### src/rtl/rcpu_pkg.sv
// Shared RCPU definitions: SYS-port I/O map, STATUS bit positions and UART engine states.
package rcpu_pkg;

  localparam logic [15:0] IO_TX_DATA = 16'h0000;
  localparam logic [15:0] IO_STATUS  = 16'h0004;
  localparam logic [15:0] IO_RX_DATA = 16'h0008;

  localparam int ST_TX_FULL     = 0;
  localparam int ST_RX_VALID    = 1;
  localparam int ST_TX_OVERFLOW = 2;
  localparam int ST_RX_OVERRUN  = 3;
  localparam int ST_FRAME_ERR   = 4;

  typedef enum logic [1:0] {
    UART_IDLE,
    UART_START,
    UART_DATA,
    UART_STOP
  } uart_state_e;

endpackage

### src/rtl/rcpu_sync_fifo.sv
// Synchronous FIFO with first-word-fall-through read data; a push while full is accepted when a pop frees a slot.
module rcpu_sync_fifo #(
  parameter int WIDTH = 8,
  parameter int DEPTH = 16
) (
  input  logic             clk,
  input  logic             reset,
  input  logic             push,
  input  logic             pop,
  input  logic [WIDTH-1:0] wdata,
  output logic [WIDTH-1:0] rdata,
  output logic             full,
  output logic             empty
);

  localparam int AW = $clog2(DEPTH);

  logic [WIDTH-1:0] mem_q [DEPTH];
  logic [AW:0]      wr_ptr_q, wr_ptr_d;
  logic [AW:0]      rd_ptr_q, rd_ptr_d;
  logic             do_push, do_pop;

  // Pointers carry one wrap bit so full and empty are distinguishable.
  assign empty   = (wr_ptr_q == rd_ptr_q);
  assign full    = (wr_ptr_q[AW] != rd_ptr_q[AW]) && (wr_ptr_q[AW-1:0] == rd_ptr_q[AW-1:0]);
  assign do_pop  = pop && !empty;
  assign do_push = push && (!full || do_pop);
  assign rdata   = mem_q[rd_ptr_q[AW-1:0]];

  always_comb begin
    wr_ptr_d = wr_ptr_q;
    rd_ptr_d = rd_ptr_q;
    if (do_push) wr_ptr_d = wr_ptr_q + (AW+1)'(1);
    if (do_pop)  rd_ptr_d = rd_ptr_q + (AW+1)'(1);
  end

  always_ff @(posedge clk) begin
    if (reset) begin
      wr_ptr_q <= '0;
      rd_ptr_q <= '0;
    end else begin
      wr_ptr_q <= wr_ptr_d;
      rd_ptr_q <= rd_ptr_d;
    end
  end

  always_ff @(posedge clk) begin
    if (do_push) mem_q[wr_ptr_q[AW-1:0]] <= wdata;
  end

endmodule

### src/rtl/rcpu_sys_uart.sv
// SYS-port peripheral: I/O bus decode, FIFO-buffered UART transmitter, single-byte UART receiver, status.
// state | meaning (TX and RX engines): IDLE line idle | START start bit | DATA 8 bits LSB first | STOP stop bit
module rcpu_sys_uart
  import rcpu_pkg::*;
#(
  parameter int CLKS_PER_BIT = 104,
  parameter int TX_DEPTH     = 16
) (
  input  logic        clk,
  input  logic        reset,
  input  logic        io_read_enable,
  input  logic        io_write_enable,
  input  logic [15:0] io_address,
  input  logic [15:0] io_write_data,
  output logic [15:0] io_read_data,
  output logic        uart_tx,
  input  logic        uart_rx
);

  localparam int          CW          = $clog2(CLKS_PER_BIT);
  localparam logic [CW-1:0] BIT_RELOAD  = CW'(CLKS_PER_BIT - 1);
  localparam logic [CW-1:0] HALF_RELOAD = CW'(CLKS_PER_BIT / 2 - 1);
  localparam logic [1:0]  SEL_TX      = IO_TX_DATA[3:2];
  localparam logic [1:0]  SEL_STATUS  = IO_STATUS[3:2];
  localparam logic [1:0]  SEL_RX      = IO_RX_DATA[3:2];

  logic [1:0] sel;
  logic       wr_tx, wr_status, rd_rx;

  logic       fifo_pop, fifo_full, fifo_empty, fifo_push;
  logic [7:0] fifo_rdata;

  uart_state_e   tx_state_q, tx_state_d;
  logic [CW-1:0] tx_cnt_q, tx_cnt_d;
  logic [2:0]    tx_bit_q, tx_bit_d;
  logic [7:0]    tx_shift_q, tx_shift_d;
  logic          uart_tx_q, uart_tx_d;

  logic          rx_meta_q, rx_meta_d, rx_sync_q, rx_sync_d;
  uart_state_e   rx_state_q, rx_state_d;
  logic [CW-1:0] rx_cnt_q, rx_cnt_d;
  logic [2:0]    rx_bit_q, rx_bit_d;
  logic [7:0]    rx_shift_q, rx_shift_d;
  logic          rx_done, rx_ferr;

  logic [7:0]  rx_byte_q, rx_byte_d;
  logic        rx_valid_q, rx_valid_d;
  logic        tx_overflow_q, tx_overflow_d;
  logic        rx_overrun_q, rx_overrun_d;
  logic        frame_err_q, frame_err_d;
  logic [15:0] status_w;
  logic [15:0] io_read_data_q, io_read_data_d;

  logic unused_bits;
  assign unused_bits = ^{io_address[15:4], io_address[1:0], io_write_data[15:8]};

  assign sel       = io_address[3:2];
  assign wr_tx     = io_write_enable && (sel == SEL_TX);
  assign wr_status = io_write_enable && (sel == SEL_STATUS);
  assign rd_rx     = io_read_enable && (sel == SEL_RX);
  assign fifo_push = wr_tx;

  rcpu_sync_fifo #(.WIDTH(8), .DEPTH(TX_DEPTH)) u_tx_fifo (
    .clk   (clk),
    .reset (reset),
    .push  (fifo_push),
    .pop   (fifo_pop),
    .wdata (io_write_data[7:0]),
    .rdata (fifo_rdata),
    .full  (fifo_full),
    .empty (fifo_empty)
  );

  always_comb begin
    tx_state_d = tx_state_q;
    tx_cnt_d   = tx_cnt_q;
    tx_bit_d   = tx_bit_q;
    tx_shift_d = tx_shift_q;
    fifo_pop   = 1'b0;
    uart_tx_d  = 1'b1;
    if (tx_state_q == UART_IDLE) begin
      if (!fifo_empty) begin
        fifo_pop   = 1'b1;
        tx_shift_d = fifo_rdata;
        tx_cnt_d   = BIT_RELOAD;
        tx_state_d = UART_START;
      end
    end else if (tx_cnt_q != '0) begin
      tx_cnt_d = tx_cnt_q - CW'(1);
    end else begin
      tx_cnt_d = BIT_RELOAD;
      case (tx_state_q)
        UART_START: begin
          tx_state_d = UART_DATA;
          tx_bit_d   = '0;
        end
        UART_DATA: begin
          tx_bit_d   = tx_bit_q + 3'd1;
          tx_shift_d = {1'b0, tx_shift_q[7:1]};
          if (tx_bit_q == 3'd7) tx_state_d = UART_STOP;
        end
        default: tx_state_d = UART_IDLE;
      endcase
    end
    // Line level is registered from the next state so uart_tx never glitches.
    case (tx_state_d)
      UART_START: uart_tx_d = 1'b0;
      UART_DATA:  uart_tx_d = tx_shift_d[0];
      default:    uart_tx_d = 1'b1;
    endcase
  end

  always_comb begin
    rx_meta_d  = uart_rx;
    rx_sync_d  = rx_meta_q;
    rx_state_d = rx_state_q;
    rx_cnt_d   = rx_cnt_q;
    rx_bit_d   = rx_bit_q;
    rx_shift_d = rx_shift_q;
    rx_done    = 1'b0;
    rx_ferr    = 1'b0;
    if (rx_state_q == UART_IDLE) begin
      if (!rx_sync_q) begin
        rx_state_d = UART_START;
        rx_cnt_d   = HALF_RELOAD;
      end
    end else if (rx_cnt_q != '0) begin
      rx_cnt_d = rx_cnt_q - CW'(1);
    end else begin
      rx_cnt_d = BIT_RELOAD;
      case (rx_state_q)
        UART_START: begin
          rx_bit_d   = '0;
          rx_state_d = rx_sync_q ? UART_IDLE : UART_DATA;
        end
        UART_DATA: begin
          rx_shift_d = {rx_sync_q, rx_shift_q[7:1]};
          rx_bit_d   = rx_bit_q + 3'd1;
          if (rx_bit_q == 3'd7) rx_state_d = UART_STOP;
        end
        default: begin
          rx_done    = rx_sync_q;
          rx_ferr    = !rx_sync_q;
          rx_state_d = UART_IDLE;
        end
      endcase
    end
  end

  always_comb begin
    status_w                 = '0;
    status_w[ST_TX_FULL]     = fifo_full;
    status_w[ST_RX_VALID]    = rx_valid_q;
    status_w[ST_TX_OVERFLOW] = tx_overflow_q;
    status_w[ST_RX_OVERRUN]  = rx_overrun_q;
    status_w[ST_FRAME_ERR]   = frame_err_q;

    rx_byte_d  = rx_done ? rx_shift_q : rx_byte_q;
    rx_valid_d = rx_done ? 1'b1 : (rd_rx ? 1'b0 : rx_valid_q);

    // Set events win over a simultaneous write-one-to-clear.
    tx_overflow_d = (tx_overflow_q && !(wr_status && io_write_data[ST_TX_OVERFLOW]))
                    || (wr_tx && fifo_full && !fifo_pop);
    rx_overrun_d  = (rx_overrun_q && !(wr_status && io_write_data[ST_RX_OVERRUN]))
                    || (rx_done && rx_valid_q && !rd_rx);
    frame_err_d   = (frame_err_q && !(wr_status && io_write_data[ST_FRAME_ERR])) || rx_ferr;

    io_read_data_d = io_read_data_q;
    if (io_read_enable) begin
      io_read_data_d = '0;
      if (sel == SEL_STATUS)  io_read_data_d = status_w;
      else if (sel == SEL_RX) io_read_data_d = {8'h00, rx_byte_q};
    end
  end

  always_ff @(posedge clk) begin
    if (reset) begin
      tx_state_q     <= UART_IDLE;
      tx_cnt_q       <= '0;
      tx_bit_q       <= '0;
      tx_shift_q     <= '0;
      uart_tx_q      <= 1'b1;
      rx_meta_q      <= 1'b1;
      rx_sync_q      <= 1'b1;
      rx_state_q     <= UART_IDLE;
      rx_cnt_q       <= '0;
      rx_bit_q       <= '0;
      rx_shift_q     <= '0;
      rx_byte_q      <= '0;
      rx_valid_q     <= 1'b0;
      tx_overflow_q  <= 1'b0;
      rx_overrun_q   <= 1'b0;
      frame_err_q    <= 1'b0;
      io_read_data_q <= '0;
    end else begin
      tx_state_q     <= tx_state_d;
      tx_cnt_q       <= tx_cnt_d;
      tx_bit_q       <= tx_bit_d;
      tx_shift_q     <= tx_shift_d;
      uart_tx_q      <= uart_tx_d;
      rx_meta_q      <= rx_meta_d;
      rx_sync_q      <= rx_sync_d;
      rx_state_q     <= rx_state_d;
      rx_cnt_q       <= rx_cnt_d;
      rx_bit_q       <= rx_bit_d;
      rx_shift_q     <= rx_shift_d;
      rx_byte_q      <= rx_byte_d;
      rx_valid_q     <= rx_valid_d;
      tx_overflow_q  <= tx_overflow_d;
      rx_overrun_q   <= rx_overrun_d;
      frame_err_q    <= frame_err_d;
      io_read_data_q <= io_read_data_d;
    end
  end

  assign io_read_data = io_read_data_q;
  assign uart_tx      = uart_tx_q;

endmodule

### config.mk
export PLATFORM = sky130hd
export DESIGN_NAME = rcpu_sys_uart
export DESIGN_NICKNAME = d
export VERILOG_FILES = /design/src/rtl/rcpu_pkg.sv /design/src/rtl/rcpu_sync_fifo.sv /design/src/rtl/rcpu_sys_uart.sv
export SDC_FILE = /design/constraint.sdc
export NUM_CORES = 1
export LEC_CHECK = 0
export ABC_CLOCK_PERIOD_IN_PS = 2900
export CORE_MARGIN = 3
export CORE_UTILIZATION = 55
export DETAILED_ROUTE_END_ITERATION = 10
export HOLD_SLACK_MARGIN = 0.02
export PLACE_DENSITY_LB_ADDON = 0.3
export RECOVER_POWER = 25
export SLEW_MARGIN = 30
export SYNTH_ARGS = -nofsm -noshare
export SYNTH_HDL_FRONTEND = slang
export SYNTH_SLANG_ARGS = --single-unit
### constraint.sdc
create_clock -name clk -period 2.9 [get_ports clk]
set_input_delay 0.725 -clock clk [delete_from_list [all_inputs] [get_ports clk]]
set_output_delay 0.725 -clock clk [all_outputs]
set_load 0.01 [all_outputs]
==> results.py, run 1 <==
metrics = {
    "setup_path": {
        "reg2regPathDepth": 5,
        "cp_top_family": "buffers and inverters",
        "path_max_fanout": 8,
        "critPathArrivalTime_ns": 2.48,
        "cp-end-kind": "flip-flop",
        "cp.depth": 7,
        "worst-path-buf-inv": 2,
        "worstPathCellList": "clkdlybuf4s50_1 -> nor2b_1 -> nand2b_1 -> a31oi_4 -> nand2_1 -> nor3_1 -> buf_4",
        "required_ns": 3.10,
        "slowest_stage": "clkdlybuf4s50_1",
        "critical-path-max-stage-delay_ns": 0.51,
        "cp-startpoint": "io_write_enable",
        "path_class": "input port to flip-flop",
        "cp-start-kind": "input port",
    },
    "global_routing": {
        "grt_pass1_wl_mm": 25.9,
        "grt_pass1_vias": 5033,
        "grt_max_degree": 51,
        "top_usage_layer": "met2",
        "met3_usage_pct": 4.12,
        "grtUsageTotal_pct": 19.9,
        "antenna_found_initial": 0,
        "grt_use_met2_pct": 34.5,
        "grt_overflow": 0,
        "gr-usage-met1_pct": 25.6,
    },
    "routing": {
        "viasPerCell": 5.94,
        "routedWlPerCell_um": 19.2,
        "drt_iter0_drc": 325,
        "num_vias": 4995,
        "drtPass1Iterations": 4,
        "ant_nets": 0,
        "wl_mm": 16.1,
        "drcViolationCount": 0,
    },
    "timing": {
        "rsz0062_at_grt": "no",
        "max_freq_mhz": 439,
        "drv_slew": 0,
        "tns_ns": 0,
        "setup_violations": 0,
        "fin_ws_ns": 0.620,
        "layout_min_cycle_time_ns": 2.28,
        "relSlewSlack_pct": 23.6,
        "hold_viol": 0,
        "tightest_slew_ns": 1.15,
        "timing.final.crit_share_pct": 78.6,
        "clock_skew_ns": 0.0193,
    },
    "min_path": {
        "hp-class": "flip-flop to flip-flop",
        "min_path_cells": 1,
        "holdCritStartpoint": "rx_meta_q",
    },
    "layout": {
        "nets": 698,
        "stdcell_count": 841,
        "antenna_cells": 0,
        "drive_above_1_share_pct": 15.5,
        "final_util_pct": 64.5,
        "fin_area_mm2": 0.00952,
        "synthToLayoutAreaGrowth_pct": 13.3,
        "fillerInstances": 1069,
    },
    "floorplan": {
        "rows": 44,
        "coreArea_mm2": 0.0148,
        "die_h_um": 130,
        "ios": 54,
        "die_area_mm2": 0.0168,
        "die_width_um": 130,
        "start_util_pct": 57.0,
    },
    "synth": {
        "synth_area_mm2": 0.00840,
        "synth_top_area_share_pct": 45.7,
        "ys_seq_elements": 205,
        "ys_warn_count": 0,
        "synth_top_area_cell": "edfxtp_1",
        "synth_edf_count": 128,
        "synth_cells": 604,
        "avgSynthCellArea_um2": 13.9,
        "synthArstFlopShare_pct": 0,
        "synth_seq_area_share_pct": 64.1,
        "synthFlopType": "edfxtp_1",
        "ys_types": 61,
        "synthTopCellsByArea": "edfxtp_1 46%, dfxtp_1 18%, mux4_2 8.8%, ha_1 2.8%, nor2_1 2.8%",
        "yosysMostFrequentCell": "edfxtp_1",
        "synth_commonest_cells": "128 x edfxtp_1, 77 x dfxtp_1, 63 x nor2_1",
    },
    "clocking": {
        "cts_resized": 0,
        "clockRootBuffer": "clkbuf_16",
        "postCtsSetupBuffers": 0,
        "path_clk_slew_ns": 0.06,
        "holdBufCountCts": 0,
        "clock_path_buffers": 3,
        "worstSkewPairLatency_ns": 0.50,
        "cts.sinks": 205,
        "cts_buffers": 21,
        "cts_tree": "done",
        "cts_max_level": 1,
    },
    "outcome": {
        "status": "finished clean",
    },
    "placement": {
        "dpl.cell_count": 803,
        "io_buffers": 23,
        "place_area_mm2": 0.00886,
        "pre_cts_slack_ns": 0.142,
        "hpwl_mm": 10.7,
        "gp_congestion": 0.795,
    },
    "power_and_ir_drop": {
        "vdd_drop_max_v": 0.000451,
        "p_per_area_mw_per_mm2": 748,
        "p_leak_nw": 3.25,
    },
    "run": {
        "drv_cap": 0,
    },
}
==> cell families after synthesis <==
logic type | after synthesis | share of synthesized area (%)
multiplexers | 44 | 10.2
buffers and inverters | 52 | 3.13
AO/OA/AOI/OAI | 97 | 7.89
other | 1 | 0.0446
AND/OR/NAND/NOR | 172 | 10.3
XOR/XNOR | 14 | 1.55
flip-flops | 205 | 64.1
adder cells (fa/ha/maj) | 19 | 2.83
==> cells in the final DEF (no fill, tap or decap), types with 6 or more instances in the layout <==
cell and instances:
a211oi_1 12, a21oi_1 36, a221oi_1 6, a22o_1 6
a22oi_1 10, buf_4 21, clkbuf_16 22, clkdlybuf4s50_1 16
conb_1 8, dfxtp_1 76, dlygate4sd3_1 6, edfxtp_1 128
ha_1 19, inv_1 14, mux2i_1 11, mux4_2 33
nand2_1 33, nand2b_1 9, nand3_1 16, nand4_1 6
nor2_1 63, nor2b_1 8, nor3_1 9, o22ai_1 7
xor2_1 9
==> layout make-up <==
class / count / area, um^2 / share of cell area, %
Timing Repair Buffer: 46 / 405 / 4.26
Tap cell: 184 / 230 / 2.42
Clock buffer: 27 / 583 / 6.12
Inverter: 14 / 52.6 / 0.552
Sequential cell: 205 / 5390 / 56.6
Clock inverter: 11 / 82.6 / 0.867
Multi-Input combinational cell: 354 / 2780 / 29.2
==> per-stage QoR <==
stage	power, mW	hold WS [ns]
after CTS	7.19	0.408
after global routing	7.45	0.420
after floorplan	4.35	0.389
after global placement	4.56	0.391
after detailed placement	4.61	0.394
final	7.12	0.407
==> registers in the layout, indices dropped and copies added, names as in the netlist, 5 cells and up, named ones only <==
signal              count
u_tx_fifo.mem_q       128
io_read_data            8
rx_byte_q               8
rx_shift_q              8
tx_shift_q              8
rx_cnt_q                7
tx_cnt_q                7
u_tx_fifo.rd_ptr_q      5
u_tx_fifo.wr_ptr_q      5
==> per-layer routing <==
layer,part of all wire [%],vias to the layer above
met5,0,-
met1,42,2472
li1,-,2344
met3,6.4,28
met2,50,151
met4,2.1,0
==> worst paths after layout <==
path              slack (ns)                     to
hold reg to reg         0.41              rx_sync_q
setup reg to reg        0.63          tx_shift_q[6]
hold / removal          0.41              rx_sync_q
setup / recovery        0.62  u_tx_fifo.mem_q[2][0]
==> where the power goes <==
part           total (mW)  internal, mW  switching, mW
combinational        1.22         0.547          0.676
sequential           3.32          3.22         0.0995
clock                2.57          1.51           1.06
No activity file was read; power rests on OpenSTA's default activity.
==> run 2: changes to the inputs <==
ABC_CLOCK_PERIOD_IN_PS = 2200   (was 2900)
clock period = 2.2 ns   (was 2.9 ns; I/O delays follow)
==> results.py, run 2 (same netlist as run 1, synthesis figures left out) <==
metrics = {
    "timing": {
        "tns_ns": 0,
        "layout_min_cycle_time_ns": 2.08,
        "max_freq_mhz": 480,
        "rsz0062_at_grt": "no",
        "fin_ws_ns": 0.116,
        "timing.final.crit_share_pct": 94.7,
        "hold_viol": 0,
        "setup_violations": 0,
        "clock_skew_ns": 0.0147,
        "relSlewSlack_pct": 31.1,
        "hold_slack_ns": 0.407,
        "drv_slew": 0,
        "tightest_slew_ns": 1.03,
    },
    "floorplan": {
        "rows": 44,
        "start_util_pct": 57.0,
        "coreArea_mm2": 0.0148,
        "die_width_um": 130,
        "die_h_um": 130,
        "die_area_mm2": 0.0168,
        "ios": 54,
    },
    "layout": {
        "layout_common_cells": "128 x edfxtp_1, 76 x dfxtp_1, 63 x nor2_1",
        "final_common_cell": "edfxtp_1",
        "fillerInstances": 1049,
        "drive_above_1_share_pct": 17.7,
        "largest_reg_flops": 128,
        "fin_area_mm2": 0.00968,
        "regArea_mm2": 0.00539,
        "antenna_cells": 0,
        "multi_input_area_mm2": 0.00281,
        "stdcell_count": 861,
        "nets": 719,
        "synthToLayoutAreaGrowth_pct": 15.2,
        "final_util_pct": 65.6,
    },
    "global_routing": {
        "grt_overflow": 0,
        "grt_max_degree": 34,
        "grtUsageTotal_pct": 19.6,
        "antenna_found_initial": 0,
        "grt_pass1_vias": 5012,
        "grt_pass1_wl_mm": 25.8,
    },
    "power_and_ir_drop": {
        "pwr-share-comb_pct": 18.7,
        "p_leak_nw": 3.35,
        "pwr-share-seq_pct": 46.8,
        "p_int_mw": 6.99,
        "clkPwrFrac_pct": 34.5,
        "vdd_drop_max_v": 0.000683,
        "p_sw_mw": 2.42,
        "switching_share_pct": 25.7,
        "finalPower_mw": 9.41,
        "p_per_area_mw_per_mm2": 972,
    },
    "clocking": {
        "cts.sinks": 205,
        "clock_path_buffers": 3,
        "cts_buffers": 21,
        "cts_max_level": 1,
        "worstSkewPairLatency_ns": 0.48,
        "cts_tree": "done",
        "path_clk_slew_ns": 0.06,
        "clockRootBuffer": "clkbuf_16",
        "holdBufCountCts": 0,
    },
    "setup_path": {
        "required_ns": 2.37,
        "cp-end-kind": "flip-flop",
        "slowest_stage": "clkdlybuf4s50_1",
        "critical-path-max-stage-delay_ns": 0.49,
        "path_class": "input port to flip-flop",
        "critPathArrivalTime_ns": 2.25,
        "worstPathCellList": "clkdlybuf4s50_1 -> nor2b_1 -> nand2b_1 -> a31oi_4 -> nand2_1 -> nor3_2 -> buf_4",
        "cp-start-kind": "input port",
        "path_max_fanout": 8,
    },
    "routing": {
        "wl_met2_mm": 7.82,
        "ant_nets": 0,
        "viasPerCell": 5.87,
        "drt_iter0_drc": 403,
        "wl_mm": 16.2,
        "num_vias": 5055,
        "met1Wirelength_mm": 7.12,
        "drtPass1Iterations": 5,
        "drcViolationCount": 0,
        "wl_met3_um": 836,
        "routedWlPerCell_um": 18.8,
        "top_layer_used": "met4",
    },
    "placement": {
        "pre_cts_slack_ns": -0.308,
        "gp_congestion": 0.851,
        "place_area_mm2": 0.00904,
        "io_buffers": 23,
        "dpl.cell_count": 823,
        "hpwl_mm": 11.0,
    },
    "run": {
        "drv_cap": 0,
    },
    "min_path": {
        "hp-class": "flip-flop to flip-flop",
    },
    "outcome": {
        "status": "finished clean",
    },
}
==> run 2: final timing paths <==
| kind | start | to | slack [ns] | cells past startpoint |
|---|---|---|---|---|
| hold / removal | rx_meta_q | rx_sync_q | 0.41 | 1 |
| setup / recovery | io_write_enable | u_tx_fifo.mem_q[1][7] | 0.12 | 7 |
| setup reg to reg | flip-flop | tx_shift_q[3] | 0.13 | 5 |
| hold reg to reg | rx_meta_q | rx_sync_q | 0.41 | 1 |
==> run 2: layout make-up <==
type | instances | area share [%]
timing repair buffer | 67 | 5.87
sequential | 205 | 55.7
tap | 184 | 2.38
clock buffer | 27 | 5.77
multi-input combinational | 354 | 29.0
inverter | 14 | 0.543
clock inverter | 10 | 0.802
==> run 2: timing repair <==
action	CTS	global route
setup buffers	0	1
hold endpoints to repair	0	0
endpoints found under the setup margin	0	7
gates resized for setup	0	1
==> run 2: worst max-delay path: cells and delay by family <==
family	cells	cell delay (ns)
buffers and inverters	2	0.72
AND/OR/NAND/NOR	4	0.74
AO/OA/AOI/OAI	1	0.24
==> run 2: power by group through the flow <==
stage                     clock [mW]  combinational, mW  sequential [mW]
after detailed placement           0               1.74             4.46
after floorplan                    0               1.30             4.43
after global routing            3.48               1.94             4.42
after global placement             0               1.68             4.45
final                           3.24               1.76             4.40
after CTS                       3.30               1.75             4.39
==> run 2: per-layer routing <==
metal / vias up / track usage [%]
met5: - / 0
met4: 0 / 5.75
met3: 30 / 2.93
met2: 139 / 32.2
met1: 2496 / 27.5
li1: 2390 / -
==> edit, RTL diff (config.mk and constraints of run 2) <==
Change the parameter `CLKS_PER_BIT` from 104 to 52.
--- a/src/rtl/rcpu_sys_uart.sv
+++ b/src/rtl/rcpu_sys_uart.sv
@@ -5,3 +5,3 @@
 #(
-  parameter int CLKS_PER_BIT = 104,
+  parameter int CLKS_PER_BIT = 52,
   parameter int TX_DEPTH     = 16
Function: no difference found for any inputs over 10 cycles, from zero or initial values and one cycle with reset high; that may be too few to reach the edited logic, so the function may still have changed.
==> edit against run 2 <==
Critical path depth unchanged; synthesized area fell by 0.68%; register-to-register slack improved by 0.05 ns; worst setup slack better by 0.046 ns; count of clock-buffer cells in the layout grew 1; cell area shrank 0.39%; power is 1.7% higher; wire length is 0.95% higher; sequential cell count down 2; highest routed layer unchanged.
==> edit: results (changes against run 2) <==
stage	metric	value	unit	change
sta	max_slew headroom	55.7	%	+25 points
synthesis	post-synthesis sequential area ratio	64.0	%	about the same
min_path	HP Class	register to register		
finish	layout cell share with drive strength beyond 1	16.9	%	-0.79 points
routing	Avg WL per Cell	18.6	um	-0.67%
cts	CTS Buf Count	21		unchanged
global_routing	GRT Util Overall	20.2	%	+0.60 points
global_routing	number of global-route vias before repair	5199		+3.7%
finish	number of inserted diodes	0		unchanged
global_routing	first-pass GRT wire length	26800	um	+3.9%
place	Cells after DPL	838		+1.8%
sta	clk_skew	0.00781	ns	-0.00692 ns
cts	htree depth	1		unchanged
setup_path	Worst EP arrival	2.21	ns	-0.04 ns
cts	Max Buffers Root-to-Sink	3		unchanged
finish	final net count	732		+1.8%
global_routing	largest net degree at the start of global routing	34		unchanged
routing	Iter 0 DRT Violations	441		+9.4%
synthesis	synth top area cells	edfxtp_1 46%, dfxtp_1 18%, mux4_2 8.6%		
synthesis	Synth Area in Adders	2.70	%	-0.13 points
place	Setup WS pre-CTS	-0.294	ns	+0.0141 ns
setup_path	critical path peak fanout	8		unchanged
power	leakage	3.34	nW	-0.22%
power	VDD IR max	0.579	mV	-15%
synthesis	Mapped Cells	625		+3.5%
synthesis	Synth Area in Compound Gates	6.69	%	-1.2 points
place	Placed Area	8960	um^2	-0.82%
synthesis	Post-synth top cells	128 x edfxtp_1, 75 x dfxtp_1, 60 x nor2_1, 45 x nand2_1, 42 x a21oi_1		
routing	detailed-route via count	5093		+0.75%
finish	Final Instance Count excl. Fillers	875		+1.6%
finish	Filler cells	1026		-2.2%
outcome	outcome	complete, no violations		
synthesis	Synth Area in XOR/XNOR	1.26	%	-0.29 points
synthesis	mux share of post-synthesis cell area	11.5	%	+1.3 points
place	gpl congestion	0.853		+0.26%
place	Final HPWL DP	10600	um	-3.2%
synthesis	Post-synth EDFFs	128		unchanged
cts	Worst-path clk slew	0.06	ns	about the same
setup_path	critical path's top delay family	buffers and inverters		
synthesis	Cell variety after synth	48		-21%
[edit: layout make-up]
cell class	count	area (um^2)	share of cell area [%]
clock buffer	28	583	6.05
clock inverter	9	93.8	0.973
inverter	15	56.3	0.584
multi-input combinational	371	2760	28.6
sequential	203	5350	55.5
tap	184	230	2.39
timing repair buffer	65	571	5.92
[edit: final timing paths]
path                                             from                     to  slack [ns]  depth (start not counted)
worst max register to register  u_tx_fifo.wr_ptr_q[0]  u_tx_fifo.mem_q[0][1]        0.18                          6
worst min register to register          rx_shift_q[0]          rx_shift_q[0]        0.45                          2
worst min-delay path                    rx_shift_q[0]          rx_shift_q[0]        0.45                          2
worst max-delay path                  io_write_enable  u_tx_fifo.mem_q[0][1]        0.16                          7
[edit: power breakdown]
part           internal (mW)  switching (mW)  total [mW]
sequential              4.22           0.134        4.35
combinational          0.809           0.965        1.77
clock                   2.09            1.34        3.44
[edit: layer usage]
layer / GRT usage, % / routed length, um / vias to the layer above
met3: 3.34 / 775 / 36
met1: 28.0 / 7220 / 2535
met4: 6.79 / 447 / 0
met2: 32.9 / 7860 / 118
met5: 0 / 0 / -
li1: - / - / 2404
[edit: logic make-up (layout without fill, tap and decap cells)]
logic type / after synthesis / count (layout)
adder cells (fa/ha/maj): 18 / 18
XOR/XNOR: 12 / 12
AND/OR/NAND/NOR: 186 / 186
AO/OA/AOI/OAI: 92 / 92
multiplexers: 55 / 55
flip-flops: 203 / 203
buffers and inverters: 58 / 117
other: 1 / 8
[edit: what timing repair did]
| action | 4_1_cts | 5_1_grt |
|---|---|---|
| endpoints found under the setup margin | 0 | 33 |
| gates resized for setup | 0 | 2 |
| hold endpoints to repair | 0 | 0 |
| setup buffers | 0 | 0 |
